<file path="src/rtl/mod_pkg.sv">
// Shared definitions for the washing-machine controller.
//   state_e : 3-bit state encoding, also driven out on S
//   max_u   : helper for sizing the tick counter from the phase lengths
package mod_pkg;

  localparam int unsigned StateW = 3;

  typedef enum logic [StateW-1:0] {
    StIdle  = 3'd0,
    StFill  = 3'd1,
    StWarm  = 3'd2,
    StWash  = 3'd3,
    StDrain = 3'd4,
    StDry   = 3'd5,
    StDone  = 3'd6
  } state_e;

  function automatic int unsigned max_u(input int unsigned a, input int unsigned b);
    return (a > b) ? a : b;
  endfunction

endpackage

</file>
<file path="src/rtl/mod_clkdiv.sv">
// Free-running prescaler for the washing-machine controller.
//   clk   : system clock (rising edge)
//   rst_n : synchronous active-low reset
//   tick  : one-cycle strobe every DIV clocks (when the count reaches DIV-1)
//   f     : divided clock, toggles on every tick (period 2*DIV)
module mod_clkdiv #(
  parameter int unsigned DIV = 2
) (
  input  logic clk,
  input  logic rst_n,
  output logic tick,
  output logic f
);

  localparam int unsigned CntW = (DIV > 1) ? $clog2(DIV) : 1;
  localparam logic [CntW-1:0] CntMax = CntW'(DIV - 1);

  logic [CntW-1:0] cnt_q, cnt_d;
  logic            f_q;

  assign tick = (cnt_q == CntMax);
  assign f    = f_q;

  always_comb begin
    cnt_d = tick ? '0 : cnt_q + 1'b1;
  end

  always_ff @(posedge clk) begin
    if (!rst_n) begin
      cnt_q <= '0;
      f_q   <= 1'b0;
    end else begin
      cnt_q <= cnt_d;
      if (tick) begin
        f_q <= ~f_q;
      end
    end
  end

endmodule

</file>
<file path="src/rtl/mod.sv">
// Washing-machine sequencer: IDLE -> FILL -> [WARM] -> WASH -> DRAIN -> DRY -> DONE.
//   inpFreq        : system clock (rising edge)
//   rst_n          : synchronous active-low reset
//   washingProgram : 1 = warm program, 0 = cold (skips WARM); latched on leaving IDLE
//   faucet         : water available; FILL pauses without it
//   door           : 1 = open; pauses every timed phase and blocks start
//   do_req         : level-sensitive start request ("do" is a reserved word in SV)
//   fill..dry      : registered actuator enables, one-hot while running
//   f              : registered divided clock from the prescaler
//   S              : registered state code
module mod
  import mod_pkg::*;
#(
  parameter int unsigned DIV     = 2,
  parameter int unsigned FILL_T  = 3,
  parameter int unsigned WARM_T  = 2,
  parameter int unsigned WASH_T  = 4,
  parameter int unsigned DRAIN_T = 2,
  parameter int unsigned DRY_T   = 3
) (
  input  logic       inpFreq,
  input  logic       rst_n,
  input  logic       washingProgram,
  input  logic       faucet,
  input  logic       door,
  input  logic       do_req,
  output logic       fill,
  output logic       warm,
  output logic       wash,
  output logic       drain,
  output logic       dry,
  output logic       f,
  output logic [2:0] S
);

  localparam int unsigned MaxT =
      max_u(max_u(max_u(FILL_T, WARM_T), max_u(WASH_T, DRAIN_T)), DRY_T);
  localparam int unsigned TcntW = $clog2(MaxT + 1);

  logic             tick;
  state_e           state_q, state_d;
  logic [TcntW-1:0] tcnt_q, tcnt_d;
  logic [TcntW-1:0] t_last;
  logic             prog_q, prog_d;
  logic             running, run_next;
  logic [4:0]       act_q, act_d;  // {fill, warm, wash, drain, dry}

  mod_clkdiv #(
    .DIV(DIV)
  ) u_clkdiv (
    .clk  (inpFreq),
    .rst_n(rst_n),
    .tick (tick),
    .f    (f)
  );

  // Last counter value of the current timed phase.
  always_comb begin
    t_last = '0;
    case (state_q)
      StFill:  t_last = TcntW'(FILL_T - 1);
      StWarm:  t_last = TcntW'(WARM_T - 1);
      StWash:  t_last = TcntW'(WASH_T - 1);
      StDrain: t_last = TcntW'(DRAIN_T - 1);
      StDry:   t_last = TcntW'(DRY_T - 1);
      default: t_last = '0;
    endcase
  end

  assign running = !door && ((state_q != StFill) || faucet);

  always_comb begin
    state_d = state_q;
    tcnt_d  = tcnt_q;
    prog_d  = prog_q;
    case (state_q)
      StIdle: begin
        if (do_req && !door) begin
          state_d = StFill;
          prog_d  = washingProgram;
          tcnt_d  = '0;
        end
      end
      StFill, StWarm, StWash, StDrain, StDry: begin
        if (running && tick) begin
          if (tcnt_q == t_last) begin
            tcnt_d = '0;
            case (state_q)
              StFill:  state_d = prog_q ? StWarm : StWash;
              StWarm:  state_d = StWash;
              StWash:  state_d = StDrain;
              StDrain: state_d = StDry;
              default: state_d = StDone;
            endcase
          end else begin
            tcnt_d = tcnt_q + 1'b1;
          end
        end
      end
      StDone: begin
        if (!do_req) begin
          state_d = StIdle;
        end
      end
      default: state_d = StIdle;
    endcase
  end

  // Actuators are registered from the next state so they line up with S.
  assign run_next = !door && ((state_d != StFill) || faucet);

  always_comb begin
    act_d = 5'b00000;
    if (run_next) begin
      case (state_d)
        StFill:  act_d = 5'b10000;
        StWarm:  act_d = 5'b01000;
        StWash:  act_d = 5'b00100;
        StDrain: act_d = 5'b00010;
        StDry:   act_d = 5'b00001;
        default: act_d = 5'b00000;
      endcase
    end
  end

  always_ff @(posedge inpFreq) begin
    if (!rst_n) begin
      state_q <= StIdle;
      tcnt_q  <= '0;
      prog_q  <= 1'b0;
      act_q   <= 5'b00000;
    end else begin
      state_q <= state_d;
      tcnt_q  <= tcnt_d;
      prog_q  <= prog_d;
      act_q   <= act_d;
    end
  end

  assign {fill, warm, wash, drain, dry} = act_q;
  assign S = state_q;

endmodule

</file>
<file path="config.mk">
export PLATFORM = sky130hd
export DESIGN_NAME = mod
export DESIGN_NICKNAME = d
export VERILOG_FILES = /design/src/rtl/mod_pkg.sv /design/src/rtl/mod_clkdiv.sv /design/src/rtl/mod.sv
export SDC_FILE = /design/constraint.sdc
export NUM_CORES = 1
export LEC_CHECK = 0
export ABC_AREA = 1
export BUFFER_PORTS_ARGS = -buffer_cell sky130_fd_sc_hd__buf_4
export CAP_MARGIN = 5
export CORE_MARGIN = 4
export CORE_UTILIZATION = 56
export DETAILED_ROUTE_END_ITERATION = 10
export HOLD_SLACK_MARGIN = 0.1
export PLACE_DENSITY = 0.81
export SLEW_MARGIN = 15
export SYNTH_ARGS = -nofsm -noshare
export SYNTH_HDL_FRONTEND = slang
export SYNTH_SLANG_ARGS = --single-unit
</file>
<file path="constraint.sdc">
create_clock -name inpFreq -period 3.6 [get_ports inpFreq]
set_input_delay 0.72 -clock inpFreq [delete_from_list [all_inputs] [get_ports inpFreq]]
set_output_delay 0.72 -clock inpFreq [all_outputs]
set_load 0.02 [all_outputs]
</file>
==> results.md, run 1 <==
- Status: finished, final reports clean
- Vias in the first global route: 649
- TNS Setup: 0 ns
- Maximum VDD drop: ~0.00025 V
- Share of Yosys cell area claimed by the top area cell type: 37.0%
- Gpl congestion: 0.755
- GRT met2 Usage: 26.4%
- Number of synthesized register bits: 14
- Hold_buf cts: 0
- # fillers: 88
- Clock Sinks: 14
- Boundary Pins: 15
- Hold Violations, Final: 0
- Worst hold slack: 0.484 ns
- Synthesized area per cell: slightly above 7 um2
- Minimum clock period: 1.78 ns
- Worst r2r src: S[0]
- Area Overhead vs Synth: 20.0%
- Mapped Area: 758 um2
- Non-Filler Cell Area, Final: slightly above 900 um2
- Slew margin rel.: between 70 and 80%
- Clk slew on worst S/H paths: 0.08 ns
- Vias per cell: around 5.3
- Placed cell areas: around 870 um2
- Crit-path max cell delay: around 0.56 ns
- Root buf cell: clkbuf_4
- Hold_sp: u_clkdiv.tick
- Met3 usage: 6.37%
- Most frequent cells in the layout: 18 x nand2_1, 17 x nor2_1, 14 x dfxtp_1, 14 x buf_4, 13 x inv_1
- Hold path cells: 1
- WP data arrival: roughly 1.1 ns
- Sequence of cells on the critical path: buf_4
- Most used routing layer: met2
- Chip Height: approximately 45 um
- Initial core utilization: between 60% and 70%
- Crit Path Max Fanout: 10
- # nets final: 131
- ANT nets after route: 0
- Die width: 44.8 um
- CTS tree: built
- Post-DP HPWL: 1170 um
- Ant diodes: 0
- Top achievable clock speed: 562 MHz
- Die Area: 0.00201 mm2
- Layout cell share with drive strength beyond 1: 30.1%
- Floorplan row count: 12
- Drt initial violations: 30
- Commonest non-fill, non-tap cell in the layout: nand2_1
- Detailed-route via count: 731
- Max Cap Violations: 0
- Layout Skew: ~0.00058 ns
- Worst Max-Slew Pin Slew: about 0.41 ns
- Critical Path RT: 2.88 ns
- Clk buf depth: 2
- Post-CTS Repair Setup Buffers: 0
- Area leader, netlist: dfxtp_1
- Number of H-tree levels: 1
- Post-synthesis cell count: 106
- R2r setup slk: between 1.5 and 2 ns
- RSZ-0062 raised after global routing: no
- RR Endpoint: act_q[3]
- Total power draw: 0.317 mW
- Post-CTS Resized: 0
- Worst skew pair latency: about 0.28 ns
- Power density cells: between 300 and 400 mW/mm2
- Max Slew Vio Count: 0
- Initial antenna violation count: 0
- Average wire per standard cell: 11.9 um
- Crit-path leading delay family: flip-flops
- Crit. End Element: output port
- R2R depth: 11
- HP Class: flop to flop
- Startpoint types: flop
- Inst Count DP: 133
- Drt total wl: 1630 um
- Sequential cell area fraction in the yosys report: between 30% and 40%
- Slowest cell on crit path: dfxtp_1
- Cell Count, Final, Fillers Out: around 140
- Warnings from Yosys: 0
- Grt total ovfl: 0
- Worst path buffer plus inverter count: 1
- Setup violators final: 0
- Yosys cell types: 25
- Core area: 0.00119 mm2
- Syn_nets: 113
- Port bufs: 14
- DR DRC count: 0
- Synth top area cells: dfxtp_1 37%, nand2_1 8.9%, nor2_1 8.4%
- Fin crit share: 49.4%
- End of the worst hold path: u_clkdiv.tick
- CTS Buf Count: 3
- Leakage: approximately 0.41 nW
- CP Class: flop to output port
- First-pass GRT wire length: 2740 um
- Total track usage: between 10% and 20%
- Largest net degree at the start of global routing: 11
- Router iterations before antenna repair: 4
- Met1 GRT Util: 24.5%
power by group:
group          internal [mW]  switching (mW)
Clock                 0.0617          0.0516
Combinational         0.0159          0.0249
Sequential             0.159         0.00429
Total                  0.236          0.0808
kinds of logic after synthesis:
family                     count (synthesis)  synth area share (%)
DFF                                       14                  37.0
adders and majority gates                  1                  1.65
xor gates and xnor gates                   2                  2.31
buffers and inverters                     17                  8.91
AOI/OAI and AO/OA                         12                  10.6
and+or+nand+nor                           60                  39.6
metal layers:
layer  vias up  routed length (um)
met2        27                 693
met4         0                  55
met3         7                 142
li1        374                   -
met1       323                 738
met5         -                   0
flip-flops by register name (all words and copies together) (netlist names):
register       flops
S                  3
act_q              5
prog_q             1
tcnt_q             3
u_clkdiv.f         1
u_clkdiv.tick      1
cells in the mapped netlist (all sizes together):
cell type and instances:
a211oi 2, a21oi 4, a22oi 1, a31oi 1
buf 1, clkinv 1, dfxtp 14, ha 1
inv 15, nand2 25, nand3 9, nand3b 1
nand4 3, nor2 20, nor3 2, o21ai 4
xnor2 1, xor2 1
final cells by class:
cell class,count,area (um2),share of cell area [%]
Clock buffer,4,36.3,3.99
Inverter,16,60.1,6.60
Multi-Input combinational cell,75,410,45.1
Sequential cell,14,280,30.8
Tap cell,14,17.5,1.93
Timing Repair Buffer,14,105,11.6
how the worst max path moves through the flow:
stage | from | end | slack, ns | cells after the start
after floorplan | S[2] | act_q[1] | 1.97 | 11
after global placement | faucet | act_q[1] | 1.76 | 11
after detailed placement | door | act_q[3] | 1.71 | 12
after CTS | S[0] | S[0] | 1.83 | 1
after global routing | S[2] | tcnt_q[1] | 1.69 | 8
final | S[0] | S[0] | 1.82 | 1
stage by stage:
stage | worst slack, ns | util, %
2_1_floorplan | 1.97 | -
3_3_place_gp | 1.76 | 73.6
3_5_place_dp | 1.71 | 73.6
4_1_cts | 1.83 | 76.7
5_1_grt | 1.69 | 76.7
6_report | 1.82 | 76.7
No activity file was read; power rests on OpenSTA's default activity.
==> run 2, diff against run 1 <==
ABC_AREA = 0   (was 1)
CORE_UTILIZATION = 53   (was 56)
PLACE_DENSITY = 0.76   (was 0.81)
clock period = 1.7 ns   (was 3.6 ns; I/O delays follow)
==> results.md, run 2 <==
- Status: finished with violations
- Failing checks: negative setup slack
- Area Overhead vs Synth: 59.8%
- Post-synthesis adder-cell area fraction: 1.49%
- Post-synthesis cell count: 102
- Initial core utilization: 55.7%
- Vias per cell: 6.30
- Number of flops mapped to enable cells by yosys: 0
- Layout Skew: 0.00663 ns
- Mapped Area: 840 um2
- Power density cells: 568 mW/mm2
- CTS Buf Count: 3
- First-pass GRT wire length: 4220 um
- Top cells by count, synth: 14 x dfxtp_1, 13 x nor2_1, 9 x nand2_1
- R2r setup slk: -0.13 ns
- Most used DFF post-synth: dfxtp_1
- Die Area: roughly 0.0023 mm2
- Number of synthesized register bits: 14
- Commonest non-fill, non-tap cell in the layout: buf_4
- Max FFs per register: 5
- Layout cell share with drive strength beyond 1: 56.3%
- Ant diodes: 0
- Slew margin rel.: between 60% and 70%
- Total power draw: 0.762 mW
- Critical Path RT: approximately 1.9 ns
- Gpl congestion: 0.841
- Crit. End Element: flop
- Max Cap Violations: 0
- Chip Height: 47.8 um
- Synth Area in Compound Gates: 19.7%
- Fin crit share: 108%
- Leakage: 0.540 nW
- Fin worst setup slack: -0.134 ns
- ANT nets after route: 0
- Port bufs: 14
- Mux contribution to synthesized area: 3.58%
- Clk slew on worst S/H paths: 0.09 ns
- Share of Yosys cell area claimed by the top area cell type: 33.4%
- Root buf cell: clkbuf_4
- Largest reg by FF count: act_q
- Count leader, synth: dfxtp_1
- Clock Sinks: 14
- CP Class: flop to flop
- R2R depth: 8
- Hold Violations, Final: 0
- # nets final: 152
- RSZ-0062 raised after global routing: yes
- Core area: 0.00151 mm2
- Worst skew pair latency: 0.29 ns
- Floorplan row count: 14
- Boundary Pins: 15
- Area leader, netlist: dfxtp_1
- FFs w/ async S/R, synth: 0%
- Initial antenna violation count: 0
- DR DRC count: 0
- Grt total ovfl: 0
- Minimum clock period: ~1.8 ns
- Synth top area cells: dfxtp_1 33%, nor2_1 5.8%, a21oi_1 4.8%
- Hold path cells: 3
- Setup violators final: 10
- Synthesized area per cell: 8.23 um2
- Drt initial violations: 72
- Maximum VDD drop: approximately 0.00057 V
- Vias in the first global route: 873
- Largest family of logic cells by synthesized area: simple AND/OR/NAND/NOR gates
- Post-DP HPWL: 1690 um
- HP Class: input pin to flop
- Total track usage: 28.0%
- Warnings from Yosys: 0
- Sequential cell area fraction in the yosys report: 33.4%
- Die width: approximately 48 um
- WP data arrival: ~2 ns
- Clk buf depth: 2
- Crit Path Max Fanout: 5
- Average wire per standard cell: 19.9 um
- Largest net degree at the start of global routing: 11
- Number of H-tree levels: 1
- Syn_nets: approximately 110
- CTS tree: built
- Top achievable clock speed: 545 MHz
- Most frequent cells in the layout: 42 x buf_4, 12 x nor2_1, 9 x dfxtp_1
- Yosys cell types: 37
- Startpoint types: flop
- Max Slew Vio Count: 0
- Simple-gate portion of the synthesized area: 32.2%
- Drt total wl: between 3000 and 4000 um
- TNS Setup: -0.664 ns
- Worst Max-Slew Pin Slew: 0.591 ns
- Detailed-route via count: 1,008
- Router iterations before antenna repair: 4
- Xor/xnor share of the synthesized area: 2.09%
- # fillers: 64
run 2: cell count changes after synthesis, sizes merged, moves of 4 or more:
cell / change
nand3: -6
inv: -10
buf: +5
nand2: -16
nor2b: +4
a21oi: +5
nor2: -7
run 2: kinds of logic (layout without fill, tap and decap cells):
| logic type | after synthesis | in the layout |
|---|---|---|
| simple gates | 47 | 47 |
| compound gates | 23 | 23 |
| flops | 14 | 14 |
| buf+inv | 12 | 54 |
| mux | 3 | 3 |
| xor+xnor | 2 | 2 |
| fa+ha+maj | 1 | 1 |
run 2: final cells by class:
| type | instances | area [um2] | area share [%] |
|---|---|---|---|
| clock buffers | 3 | 22.5 | 1.68 |
| clock inverters | 1 | 3.75 | 0.280 |
| inverters | 6 | 22.5 | 1.68 |
| multi-input cells | 76 | 638 | 47.6 |
| flip-flops and latches | 14 | 297 | 22.1 |
| well taps | 16 | 20.0 | 1.49 |
| repair buffers | 44 | 338 | 25.2 |
run 2: layer usage:
| metal | track usage, % | wire length (um) | vias to the layer above |
|---|---|---|---|
| li1 | - | - | 442 |
| met3 | 4.89 | 239 | 16 |
| met4 | 12.4 | 111 | 0 |
| met5 | 0 | 0 | - |
| met2 | 46.7 | 1560 | 66 |
| met1 | 34.9 | 1270 | 484 |
run 2: stage by stage:
step / utilization (%) / setup WS (ns) / hold WS, ns / cells / instance area, um2
6_report: 89.0 / -0.134 / 0.316 / 160 / 1340
5_1_grt: 89.0 / -0.181 / 0.328 / 160 / 1340
4_1_cts: 85.1 / -0.0429 / 0.322 / 159 / 1280
3_5_place_dp: 74.8 / -0.197 / 0.494 / 150 / 1130
3_3_place_gp: 74.8 / -0.153 / 0.479 / 150 / 1130
2_1_floorplan: - / -0.0902 / 0.445 / 102 / 870
run 2: power by group:
group	switching, mW	internal, mW	total, mW
Clock	0.116	0.0855	0.201
Combinational	0.106	0.105	0.211
Sequential	0.0143	0.335	0.350
run 2: worst max-delay path: stages (launching register included):
cell       delay (ns)
dfxtp_4          0.39
buf_4            0.15
nand2_2          0.07
o21bai_2         0.09
nor4b_2          0.17
buf_4            0.15
a22oi_2          0.26
nand2_2          0.11
a2111oi_4        0.34
run 2: final timing paths:
| check | end | startpoint |
|---|---|---|
| hold reg to reg | u_clkdiv.f | u_clkdiv.f |
| setup / recovery | act_q[4] | S[2] |
| hold / removal | prog_q | washingProgram |
| setup reg to reg | act_q[4] | S[2] |
run 2: what timing repair did:
action / in CTS / in global routing
hold endpoints to repair: 0 / 0
gates resized for setup: 24 / 12
hold buffers: 0 / 0
setup buffers: 5 / 1
pin swaps: 7 / 5
setup endpoints to repair: 6 / 9
